File: config.mk
export PLATFORM = sky130hd
export DESIGN_NAME = wormhole_port_allocator
export DESIGN_NICKNAME = d
export VERILOG_FILES = /design/src/rtl/wormhole_port_allocator.sv
export SDC_FILE = /design/constraint.sdc
export NUM_CORES = 1
export LEC_CHECK = 0
export ABC_AREA = 1
export BUFFER_PORTS_ARGS = -buffer_cell sky130_fd_sc_hd__buf_2
export CORE_ASPECT_RATIO = 1.25
export CORE_MARGIN = 1.5
export CORE_UTILIZATION = 35
export DETAILED_ROUTE_END_ITERATION = 8
export HOLD_SLACK_MARGIN = 0.05
export PLACE_DENSITY = 0.51
export SLEW_MARGIN = 25
export SYNTH_ARGS = -nofsm -noshare
export SYNTH_HDL_FRONTEND = slang
export SYNTH_SLANG_ARGS = --single-unit
File: constraint.sdc
create_clock -name clk -period 5.45 [get_ports clk]
set_input_delay 0.8175 -clock clk [delete_from_list [all_inputs] [get_ports clk]]
set_output_delay 0.8175 -clock clk [all_outputs]
set_load 0.02 [all_outputs]
File: src/rtl/wormhole_port_allocator.sv
// wormhole_port_allocator
//
// Output-port allocator for one output of the 5-port NoC router (N, E, W, S, L).
// Five input ports compete for the output. A round-robin arbiter picks the winner.
// The output then stays locked to that input from the packet's head flit to its
// tail flit. Every flit transfer also needs a credit, meaning a free slot in the
// downstream input buffer.
//
// Handshake: req[i] plays the role of "valid" for input i. grant[i] plays the role
// of "ready". A flit moves from input i in exactly those cycles where grant[i] is
// high. grant is only raised while req[i] is high, so grant[i] alone marks the
// transfer. tail[i] is only meaningful in cycles where req[i] is high. When the
// transferring flit carries tail, the packet (and the lock) ends.
//
// Ports:
//   clk, rst    clock; synchronous active-high reset
//   req         per-input request (input has a flit for this output)
//   tail        per-input tail flag for the presented flit
//   credit_in   one-cycle pulse: downstream freed one buffer slot
//   grant       combinational one-hot/zero transfer strobe to the input FIFOs
//   xbar_sel    registered one-hot crossbar select for the owner; zero when idle
//   busy        registered: output locked to a packet (FSM is in LOCKED)
//   credits     registered current credit count
//   credit_err  sticky: credit returned while the counter was already full
module wormhole_port_allocator #(
    parameter int NPORTS  = 5,
    parameter int CREDITS = 4,
    localparam int CW     = $clog2(CREDITS + 1)
) (
    input  logic              clk,
    input  logic              rst,
    input  logic [NPORTS-1:0] req,
    input  logic [NPORTS-1:0] tail,
    input  logic              credit_in,
    output logic [NPORTS-1:0] grant,
    output logic [NPORTS-1:0] xbar_sel,
    output logic              busy,
    output logic [CW-1:0]     credits,
    output logic              credit_err
);

    localparam int              OW        = (NPORTS > 1) ? $clog2(NPORTS) : 1;
    localparam logic [CW-1:0]   CRED_MAX  = CW'(CREDITS);
    localparam logic [OW-1:0]   PTR_RESET = OW'(NPORTS - 1);

    typedef enum logic {
        IDLE   = 1'b0,
        LOCKED = 1'b1
    } state_t;

    state_t            state_q, state_d;
    logic [OW-1:0]     owner_q, owner_d;
    logic [OW-1:0]     rr_ptr_q, rr_ptr_d;
    logic [NPORTS-1:0] xbar_sel_q, xbar_sel_d;
    logic [CW-1:0]     credits_q, credits_d;
    logic              credit_err_q, credit_err_d;

    logic              arb_found;
    logic [OW-1:0]     arb_idx;
    logic              consume;
    logic              flit_done;

    // Round-robin search. It starts one past the previous owner, so the port
    // that just finished a packet has the lowest priority.
    always_comb begin : arbiter
        int            cand;
        logic [OW-1:0] cand_idx;
        arb_found = 1'b0;
        arb_idx   = '0;
        cand      = 0;
        cand_idx  = '0;
        for (int i = 1; i <= NPORTS; i++) begin
            cand = int'(rr_ptr_q) + i;
            if (cand >= NPORTS) begin
                cand = cand - NPORTS;
            end
            cand_idx = OW'(cand);
            if (!arb_found && req[cand_idx]) begin
                arb_found = 1'b1;
                arb_idx   = cand_idx;
            end
        end
    end

    // xbar_sel_q is one-hot on the owner. Masking req with it gives
    // grant[owner] = req[owner] and zero for every other input.
    assign grant     = (state_q == LOCKED && credits_q != '0) ? (req & xbar_sel_q) : '0;
    assign consume   = |grant;
    assign flit_done = |(grant & tail);

    always_comb begin : next_state
        state_d      = state_q;
        owner_d      = owner_q;
        rr_ptr_d     = rr_ptr_q;
        xbar_sel_d   = xbar_sel_q;
        credits_d    = credits_q;
        credit_err_d = credit_err_q;

        case (state_q)
            IDLE: begin
                if (arb_found) begin
                    state_d    = LOCKED;
                    owner_d    = arb_idx;
                    xbar_sel_d = NPORTS'(1) << arb_idx;
                end
            end
            LOCKED: begin
                // A bubble (owner drops req) just holds the lock. Only a
                // granted tail flit releases the output.
                if (flit_done) begin
                    state_d    = IDLE;
                    xbar_sel_d = '0;
                    rr_ptr_d   = owner_q;
                end
            end
            default: begin
                state_d = IDLE;
            end
        endcase

        // Consume and return in the same cycle cancel out. Consume at zero cannot
        // happen because grant is gated by credits != 0.
        if (consume && !credit_in) begin
            credits_d = credits_q - CW'(1);
        end else if (!consume && credit_in) begin
            if (credits_q == CRED_MAX) begin
                credit_err_d = 1'b1;
            end else begin
                credits_d = credits_q + CW'(1);
            end
        end
    end

    always_ff @(posedge clk) begin
        if (rst) begin
            state_q      <= IDLE;
            owner_q      <= '0;
            rr_ptr_q     <= PTR_RESET;
            xbar_sel_q   <= '0;
            credits_q    <= CRED_MAX;
            credit_err_q <= 1'b0;
        end else begin
            state_q      <= state_d;
            owner_q      <= owner_d;
            rr_ptr_q     <= rr_ptr_d;
            xbar_sel_q   <= xbar_sel_d;
            credits_q    <= credits_d;
            credit_err_q <= credit_err_d;
        end
    end

    assign xbar_sel   = xbar_sel_q;
    assign busy       = (state_q == LOCKED);
    assign credits    = credits_q;
    assign credit_err = credit_err_q;

endmodule

==> impl_metrics.py, run 1 <==
metrics = {
    "run_status": {
        "status": "finished clean",
    },
    "setup_path": {
        "slowest_delay_ps": 770,
        "worstSetupStartpointType": "register",
        "critPathKind": "register to register",
        "crit_chain": "inv_4 > ha_1 > ha_1 > nand2_1 > nand2_2 > o21ai_1 > nand3_1 > nand2_1 > nand2_1 > nand2_2 > nand3_1 > nand2_1 > clkinv_1 > nand3_2 > inv_1 > nand3_1 > a21oi_1",
        "crit_arrival_ps": 3280,
        "crit_fanout": 19,
        "worstSetupEndpointType": "register",
        "required_ps": 5590,
        "crit_path_top_delay_cell": "dfxtp_1",
        "cp_common_cell": "nand2_1",
    },
    "synthesis": {
        "post-synth-top-count-cell": "nand2_1",
        "synth_top_family_by_area": "simple AND/OR/NAND/NOR gates",
        "syn-cell-area_mm2": 0.00174,
        "muxShareOfSynthArea": 0,
        "synthCells": 283,
        "synth_commonest_cells": "58 x nand2_1, 52 x nand3_1, 44 x inv_1",
        "synthXorXnorAreaFrac": 0.00503,
        "yosysWarnings": 0,
        "synth_compound_area_frac": 0.144,
        "avgSynthCellArea_um2": 6.15,
        "synth_nets": 310,
        "synth_simple_gate_area_frac": 0.425,
        "synth_edf_count": 0,
        "synth_top_area_frac": 0.184,
        "synth_area_leader_cell": "dfxtp_1",
        "yosys_register_bits": 16,
        "ys.flop_type": "dfxtp_1",
        "yosys-top-cells-area": "dfxtp_1 18%, nand3_1 15%, nand2_1 13%, inv_1 9.5%, ha_1 8.6%",
        "synthAdderAreaFrac": 0.109,
        "yosysSeqAreaShare": 0.184,
        "synth_cell_types": 30,
        "synthArstFlopShare": 0,
    },
    "timing": {
        "tns_ps": 0,
        "finClkSkew_ps": 3.29,
        "worstMarginPinSlew_ps": 697,
        "timing.fmax_mhz": 319,
        "finalHoldViolCount": 0,
        "setup_viol": 0,
        "finalCritPeriodShare": 0.576,
        "rsz0062_at_grt": "no",
        "slew_viol_final": 0,
        "slew-limit-headroom": 0.535,
        "post-route-min-period_ps": 3140,
        "whs_ps": 452,
    },
    "layout": {
        "nets": 338,
        "fillers": 560,
        "syn_to_final_growth_pct": 14.2,
        "drive_gt1_frac": 0.190,
        "antenna_cells": 0,
    },
    "global_route": {
        "antenna_found_initial": 0,
        "grt_start_max_net_pins": 20,
        "first_global_vias": 1897,
        "grt-ovfl-total": 0,
        "grt_pass1_wl_um": 8580,
        "grt_use_total": 0.203,
    },
    "flow_run": {
        "drv_cap": 0,
    },
    "clock_network": {
        "clock-sinks": 16,
        "clk_pin_slew_ps": 70,
        "clockBufferDepth": 2,
        "cts_buffers": 3,
        "postCtsResizedCells": 0,
        "clock_latency_ps": 250,
        "root_buffer": "clkbuf_8",
        "ctsHoldBuffers": 0,
        "cts_tree": "done",
        "h-tree-depth": 1,
        "postCtsSetupRepairBufs": 0,
    },
    "drt": {
        "drc": 0,
        "dr.first_iter.drc_count": 175,
        "via_per_inst": 5.09,
        "drtPass1Iterations": 4,
        "finalWirelength_um": 4930,
        "wl_per_cell_um": 13.3,
        "via_count": 1885,
        "ant_nets": 0,
    },
    "floorplanning": {
        "die_h_um": 81.9,
        "io_pins": 28,
        "die_w_um": 66.1,
        "rows": 28,
        "die-area_mm2": 0.00541,
        "core_area_mm2": 0.00476,
        "initial_core_util": 0.366,
    },
    "pwr": {
        "peakVddDrop_mv": 0.253,
        "leakage_uw": 0.00105,
        "powerDensity_mw_per_mm2": 510,
    },
    "placed_design": {
        "gp_congestion": 0.869,
        "hpwlAfterDp_um": 4050,
        "io_buffer_count": 27,
    },
    "worst_hold_path": {
        "hold_path_class": "register to register",
    },
}
[worst paths after layout]
kind	slack (ps)	to	startpoint	cells after the start
setup / recovery	2310	xbar_sel[1]$_SDFFE_PP0P_	rr_ptr_q[0]$_SDFFE_PP0P_	17
hold / removal	450	credit_err$_SDFFE_PP0P_	credit_err$_SDFFE_PP0P_	2
setup reg to reg	2310	xbar_sel[1]$_SDFFE_PP0P_	rr_ptr_q[0]$_SDFFE_PP0P_	17
hold reg to reg	450	credit_err$_SDFFE_PP0P_	credit_err$_SDFFE_PP0P_	2
[layer usage]
layer	share of wire	global-route usage
met1	0.43	0.239
met2	0.52	0.388
met3	0.030	0.0164
met4	0.013	0.0510
met5	0	0
[through the flow]
step	power (µW)	cell area [µm²]	std cells	util	setup WS (ps)
floorplan	742	1740	283	-	2770
global placement	912	1930	366	0.405	2310
detailed placement	906	1930	366	0.406	2360
CTS	1020	1990	370	0.418	2350
global route	1130	1990	370	0.418	1930
finish	1010	1990	370	0.418	2310
[layout by cell type, fill, tap and decap left out, drive strengths merged]
| cell | Yosys | layout |
|---|---|---|
| a22o | 2 | 2 |
| a31oi | 1 | 1 |
| o21a | 2 | 2 |
| inv | 52 | 52 |
| clkinv | 3 | 3 |
| nand2 | 68 | 68 |
| nand3b | 1 | 1 |
| a21oi | 15 | 15 |
| nand4 | 8 | 8 |
| nor2 | 14 | 14 |
| o21ai | 17 | 17 |
| nor3 | 1 | 1 |
| nand3 | 58 | 58 |
| fa | 2 | 2 |
| dfxtp | 16 | 16 |
| o31ai | 1 | 1 |
| buf | 2 | 27 |
| xor2 | 1 | 1 |
| ha | 12 | 12 |
| o211ai | 5 | 5 |
| clkbuf | 2 | 4 |
[power by group]
group          leakage [µW]  internal [µW]  total [µW]  switching (µW)
Clock             0.0000288           64.2         108            43.6
Sequential         0.000131            151         185            33.8
Combinational      0.000888            230         721             491
[flip-flops by register name, indices dropped and copies added (netlist names)]
register / cells
credits: 3
credit_err: 1
rr_ptr_q: 3
busy: 1
xbar_sel: 5
owner_q: 3
[area by class of cell]
cell class                 count  area (µm²)  area share
timing repair buffer          27         135      0.0679
multi-input combinational    208        1190       0.601
inverter                      55         209       0.105
tap                           60        75.1      0.0377
sequential                    16         320       0.161
clock buffer                   4        55.1      0.0277
[cell families after synthesis]
family	Yosys count
compound gates	43
xor+xnor	1
fa+ha+maj	14
buf+inv	59
flops	16
simple gates	150
[worst max-delay path: cells and delay by family, from the launching register on]
kind,cells,cell delay [ps]
AOI/OAI and AO/OA,2,360
buffers and inverters,3,330
and+or+nand+nor,10,1000
adders and majority gates,2,550
DFF,1,770
No activity file was read; power rests on OpenSTA's default activity.
==> run 2, diff against run 1 <==
==> constraint.sdc (replaced) <==
create_clock -name clk -period 2.9 [get_ports clk]
set_input_delay 0.435 -clock clk [delete_from_list [all_inputs] [get_ports clk]]
set_output_delay 0.435 -clock clk [all_outputs]
set_load 0.02 [all_outputs]
==> run 2 against run 1 <==
  * Cell count increased by 3.2%
  * Count of clock-buffer cells in the layout unchanged
  * Routed wire length rose by 2.0%
  * Fmax up 19%
  * Power rose by 94%
  * Sequential share of layout area decreased by 0.70 points
  * First-iteration DRC count decreased by 53%
  * Critical path depth rose by 1
  * Clock skew rose by 2.2 ps
==> impl_metrics.py, run 2 (synthesis results as in run 1) <==
metrics = {
    "run_status": {
        "status": "finished clean",
    },
    "setup_path": {
        "crit_arrival_ps": 2770,
        "worstSetupStartpointType": "register",
        "crit_fanout": 6,
        "critPathKind": "register to register",
        "r2r_cells": 18,
        "worstSetupEndpointType": "register",
        "r2r_setup_slack_ps": 270,
        "required_ps": 3040,
    },
    "clock_network": {
        "cts_buffers": 3,
        "root_buffer": "clkbuf_8",
        "cts_tree": "done",
        "clockBufferDepth": 2,
        "h-tree-depth": 1,
        "clock_latency_ps": 250,
        "ctsHoldBuffers": 0,
        "clk_pin_slew_ps": 70,
        "clock-sinks": 16,
    },
    "layout": {
        "antenna_cells": 0,
        "nets": 350,
        "syn_to_final_growth_pct": 19.9,
        "mostFrequentLayoutCell": "nand2_1",
        "drive_gt1_frac": 0.230,
        "layoutNonFillerInstCount": 382,
        "fin_area_mm2": 0.00209,
        "final_cell_mix": "57 x nand2_1, 51 x nand3_1, 44 x inv_1, 27 x buf_2, 15 x dfxtp_1",
        "largest_reg_flops": 5,
    },
    "flow_run": {
        "drv_cap": 0,
    },
    "timing": {
        "slew_viol_final": 0,
        "timing.fmax_mhz": 380,
        "whs_ps": 454,
        "tns_ps": 0,
        "finalHoldViolCount": 0,
        "post-route-min-period_ps": 2630,
        "setup_viol": 0,
        "finClkSkew_ps": 5.47,
        "finalCritPeriodShare": 0.907,
        "rsz0062_at_grt": "no",
        "worstMarginPinSlew_ps": 429,
        "fin_ws_ps": 271,
        "slew-limit-headroom": 0.713,
    },
    "drt": {
        "dr.first_iter.drc_count": 82,
        "via_count": 1927,
        "wl_per_cell_um": 13.2,
        "drtPass1Iterations": 4,
        "via_per_inst": 5.04,
        "finalWirelength_um": 5030,
        "drc": 0,
        "ant_nets": 0,
    },
    "placed_design": {
        "post-place-ws_ps": 78.5,
        "place_area_mm2": 0.00199,
        "placed_cells": 374,
        "gp_congestion": 0.812,
        "hpwlAfterDp_um": 4050,
        "io_buffer_count": 27,
    },
    "floorplanning": {
        "die_w_um": 66.1,
        "initial_core_util": 0.366,
        "rows": 28,
        "io_pins": 28,
        "die-area_mm2": 0.00541,
        "core_area_mm2": 0.00476,
        "die_h_um": 81.9,
    },
    "pwr": {
        "leakage_uw": 0.00111,
        "powerDensity_mw_per_mm2": 942,
        "peakVddDrop_mv": 0.419,
    },
    "worst_hold_path": {
        "hold_path_class": "register to register",
        "min_delay_path_depth": 2,
    },
    "global_route": {
        "grt_pass1_wl_um": 8370,
        "antenna_found_initial": 0,
        "grt_start_max_net_pins": 19,
        "grt-ovfl-total": 0,
        "first_global_vias": 1836,
        "grt_use_total": 0.198,
    },
}
run 2: cell type report:
type	instances	area, µm²
clock buffers	4	55.1
flip-flops and latches	16	322
inverters	55	211
well taps	60	75.1
repair buffers	39	225
multi-input cells	208	1200
fillers	560	2680
run 2: worst max-delay path, stage by stage (launching register included):
cell      delay [ps]
dfxtp_1          380
clkinv_4          90
buf_4            150
ha_1             190
ha_1             300
nand2_1          160
nand2_2          110
o21ai_1          220
nand3_1          110
nand2_1           70
nand2_1           60
nand2_2          120
nand3_1           80
nand2_1          100
clkinv_1          80
nand3_2          110
inv_1             70
nand3_1           70
a21oi_1           60
run 2: stage by stage:
stage / util / power [µW]
finish: 0.438 / 1970
detailed placement: 0.418 / 1730
global placement: 0.418 / 1740
CTS: 0.429 / 1950
global route: 0.438 / 2160
floorplan: - / 1400
run 2: where the power goes:
| part | switching [µW] | internal [µW] | total, µW |
|---|---|---|---|
| registers | 52.5 | 285 | 337 |
| clock network | 82.0 | 121 | 203 |
| logic | 943 | 483 | 1430 |
| total | 1080 | 889 | 1970 |
run 2: final timing paths:
| kind | end | start |
|---|---|---|
| max | xbar_sel[1]$_SDFFE_PP0P_ | rr_ptr_q[0]$_SDFFE_PP0P_ |
| min | credit_err$_SDFFE_PP0P_ | credit_err$_SDFFE_PP0P_ |
| min reg2reg | credit_err$_SDFFE_PP0P_ | credit_err$_SDFFE_PP0P_ |
| max reg2reg | xbar_sel[1]$_SDFFE_PP0P_ | rr_ptr_q[0]$_SDFFE_PP0P_ |
run 2: per-layer routing:
| layer | GRT usage | part of all wire |
|---|---|---|
| met1 | 0.235 | 0.45 |
| met2 | 0.365 | 0.50 |
| met3 | 0.0151 | 0.023 |
| met4 | 0.0755 | 0.033 |
| met5 | 0 | 0 |
run 2: repair_timing:
item	CTS	global route
resized for setup	0	5
setup endpoints to repair	0	8
buffers inserted	0	4
==> run 3, diff against run 2 <==
--- a/config.mk
+++ b/config.mk
@@ -9,10 +9,10 @@
 export BUFFER_PORTS_ARGS = -buffer_cell sky130_fd_sc_hd__buf_2
 export CORE_ASPECT_RATIO = 1.25
 export CORE_MARGIN = 1.5
-export CORE_UTILIZATION = 35
+export CORE_UTILIZATION = 57
 export DETAILED_ROUTE_END_ITERATION = 8
 export HOLD_SLACK_MARGIN = 0.05
-export PLACE_DENSITY = 0.51
+export PLACE_DENSITY = 0.77
 export SLEW_MARGIN = 25
 export SYNTH_ARGS = -nofsm -noshare
 export SYNTH_HDL_FRONTEND = slang
==> run 3 against run 2 <==
  * Worst hold slack worse by 25 ps
  * Clock skew increased by 3.8 ps
  * Non-clock buffer count fell by 7
  * Global-route usage grew 10 points
  * Sequential power is 1% higher
  * Routed wire length shrank 7.7%
  * Largest cell class unchanged
  * Core utilization rose by 24 points
  * Flip-flop and latch count unchanged
  * Register-to-register slack got worse by 80 ps
==> impl_metrics.py, run 3 (synthesis results as in run 1) <==
metrics = {
    "worst_hold_path": {
        "holdPathEnd": "credit_err$_SDFFE_PP0P_",
        "min_delay_path_depth": 2,
        "hp-start": "rst",
        "hold_path_class": "input pin to register",
    },
    "timing": {
        "finalHoldViolCount": 0,
        "finalCritPeriodShare": 0.933,
        "whs_ps": 429,
        "worstMarginPinSlew_ps": 408,
        "slew_viol_final": 0,
        "post-route-min-period_ps": 2710,
        "slew-limit-headroom": 0.725,
        "timing.fmax_mhz": 370,
        "rsz0062_at_grt": "no",
        "finClkSkew_ps": 9.26,
        "setup_viol": 0,
        "tns_ps": 0,
    },
    "layout": {
        "final_cell_mix": "57 x nand2_1, 51 x nand3_1, 44 x inv_1, 27 x buf_2, 15 x dfxtp_1",
        "antenna_cells": 0,
        "seqCellArea_um2": 324,
        "largest_reg_flops": 5,
        "nets": 343,
        "fin_area_mm2": 0.00199,
        "drive_gt1_frac": 0.213,
        "multi_input_area_mm2": 0.00120,
        "fillers": 302,
        "mostFrequentLayoutCell": "nand2_1",
        "syn_to_final_growth_pct": 14.1,
    },
    "drt": {
        "dr.first_iter.drc_count": 69,
        "finalWirelength_um": 4640,
        "wl_per_cell_um": 13.2,
        "ant_nets": 0,
        "drtPass1Iterations": 4,
        "via_count": 1919,
        "via_per_inst": 5.47,
        "drc": 0,
    },
    "clock_network": {
        "cts_tree": "done",
        "h-tree-depth": 1,
        "clock-sinks": 16,
        "clock_latency_ps": 290,
        "cts_buffers": 3,
        "ctsHoldBuffers": 0,
        "clockBufferDepth": 2,
        "root_buffer": "clkbuf_4",
        "clk_pin_slew_ps": 100,
    },
    "pwr": {
        "powerDensity_mw_per_mm2": 950,
        "leakage_uw": 0.00107,
        "peakVddDrop_mv": 0.729,
    },
    "placed_design": {
        "gp_congestion": 1.01,
        "place_area_mm2": 0.00194,
        "io_buffer_count": 27,
        "hpwlAfterDp_um": 3720,
    },
    "floorplanning": {
        "die_h_um": 64.8,
        "core_area_mm2": 0.00292,
        "io_pins": 28,
        "die-area_mm2": 0.00340,
        "initial_core_util": 0.597,
        "rows": 22,
        "die_w_um": 52.4,
    },
    "global_route": {
        "first_global_vias": 1814,
        "grt_pass1_wl_um": 7760,
        "antenna_found_initial": 0,
        "grt_use_total": 0.299,
        "grt_start_max_net_pins": 19,
        "grt-ovfl-total": 0,
    },
    "setup_path": {
        "r2r_start": "rr_ptr_q[0]$_SDFFE_PP0P_",
        "r2r_cells": 21,
        "worstSetupStartpointType": "register",
        "crit_fanout": 11,
        "critPathKind": "register to register",
        "r2r_setup_slack_ps": 190,
        "regToRegEndpoint": "xbar_sel[2]$_SDFFE_PP0P_",
        "worstSetupEndpointType": "register",
        "crit_arrival_ps": 2930,
        "required_ps": 3120,
    },
    "flow_run": {
        "drv_cap": 0,
    },
    "run_status": {
        "status": "finished clean",
    },
}
run 3: report_power, final:
part	internal, µW	switching, µW	leakage, µW	total (µW)
clock network	76.5	71.6	0.0000210	148
logic	459	939	0.000915	1400
registers	285	56.9	0.000132	342
total	820	1070	0.00107	1890
run 3: cell type report:
class | instances | share of cell area
repair buffers | 32 | 0.0869
multi-input cells | 208 | 0.604
well taps | 36 | 0.0227
clock buffers | 4 | 0.0183
inverters | 55 | 0.105
flip-flops and latches | 16 | 0.163
run 3: how the worst max path moves through the flow:
stage	from	end	slack [ps]	depth (start not counted)
6_report	rr_ptr_q[0]$_SDFFE_PP0P_	xbar_sel[2]$_SDFFE_PP0P_	190	21
2_1_floorplan	credits[1]$_SDFFE_PP0P_	credits[2]$_SDFFE_PP1P_	220	14
3_5_place_dp	rr_ptr_q[1]$_SDFFE_PP0P_	xbar_sel[1]$_SDFFE_PP0P_	60	19
3_3_place_gp	rr_ptr_q[1]$_SDFFE_PP0P_	xbar_sel[1]$_SDFFE_PP0P_	110	19
5_1_grt	rr_ptr_q[0]$_SDFFE_PP0P_	owner_q[0]$_SDFFE_PP0P_	9	18
4_1_cts	rr_ptr_q[1]$_SDFFE_PP0P_	xbar_sel[2]$_SDFFE_PP0P_	30	20
run 3: critical path, stage by stage (launching register included):
cell and delay (ps):
dfxtp_1 340, inv_4 130, ha_1 170, inv_1 70
fa_1 380, inv_2 100, nand2_1 80, nand2_1 90
nand2_1 70, nand2_1 110, inv_1 70, nand3_1 100
nand3_2 110, nand2_2 110, nor2_2 50, nand3_1 70
nand2_1 60, inv_1 80, nand3_2 120, inv_1 120
nand3_1 80, a21oi_1 130
run 3: layer usage:
metal / wire length [µm] / track usage / vias to the layer above
met2: 2390 / 0.563 / 53
met1: 1950 / 0.327 / 862
met5: 0 / 0 / -
met3: 164 / 0.0253 / 11
met4: 133 / 0.128 / 0
li1: - / - / 993
run 3: what timing repair did:
action,in CTS,in global routing
gates resized for setup,0,5
endpoints found under the setup margin,0,8
buffers inserted,0,0
run 3: metrics by stage:
step	cells	utilization	setup WS [ps]	power, µW
final	351	0.681	194	1890
after global routing	351	0.681	8.73	2070
after CTS	351	0.676	34.5	1860
after detailed placement	347	0.664	60.6	1700
after global placement	347	0.664	110	1690
after floorplan	283	-	216	1400
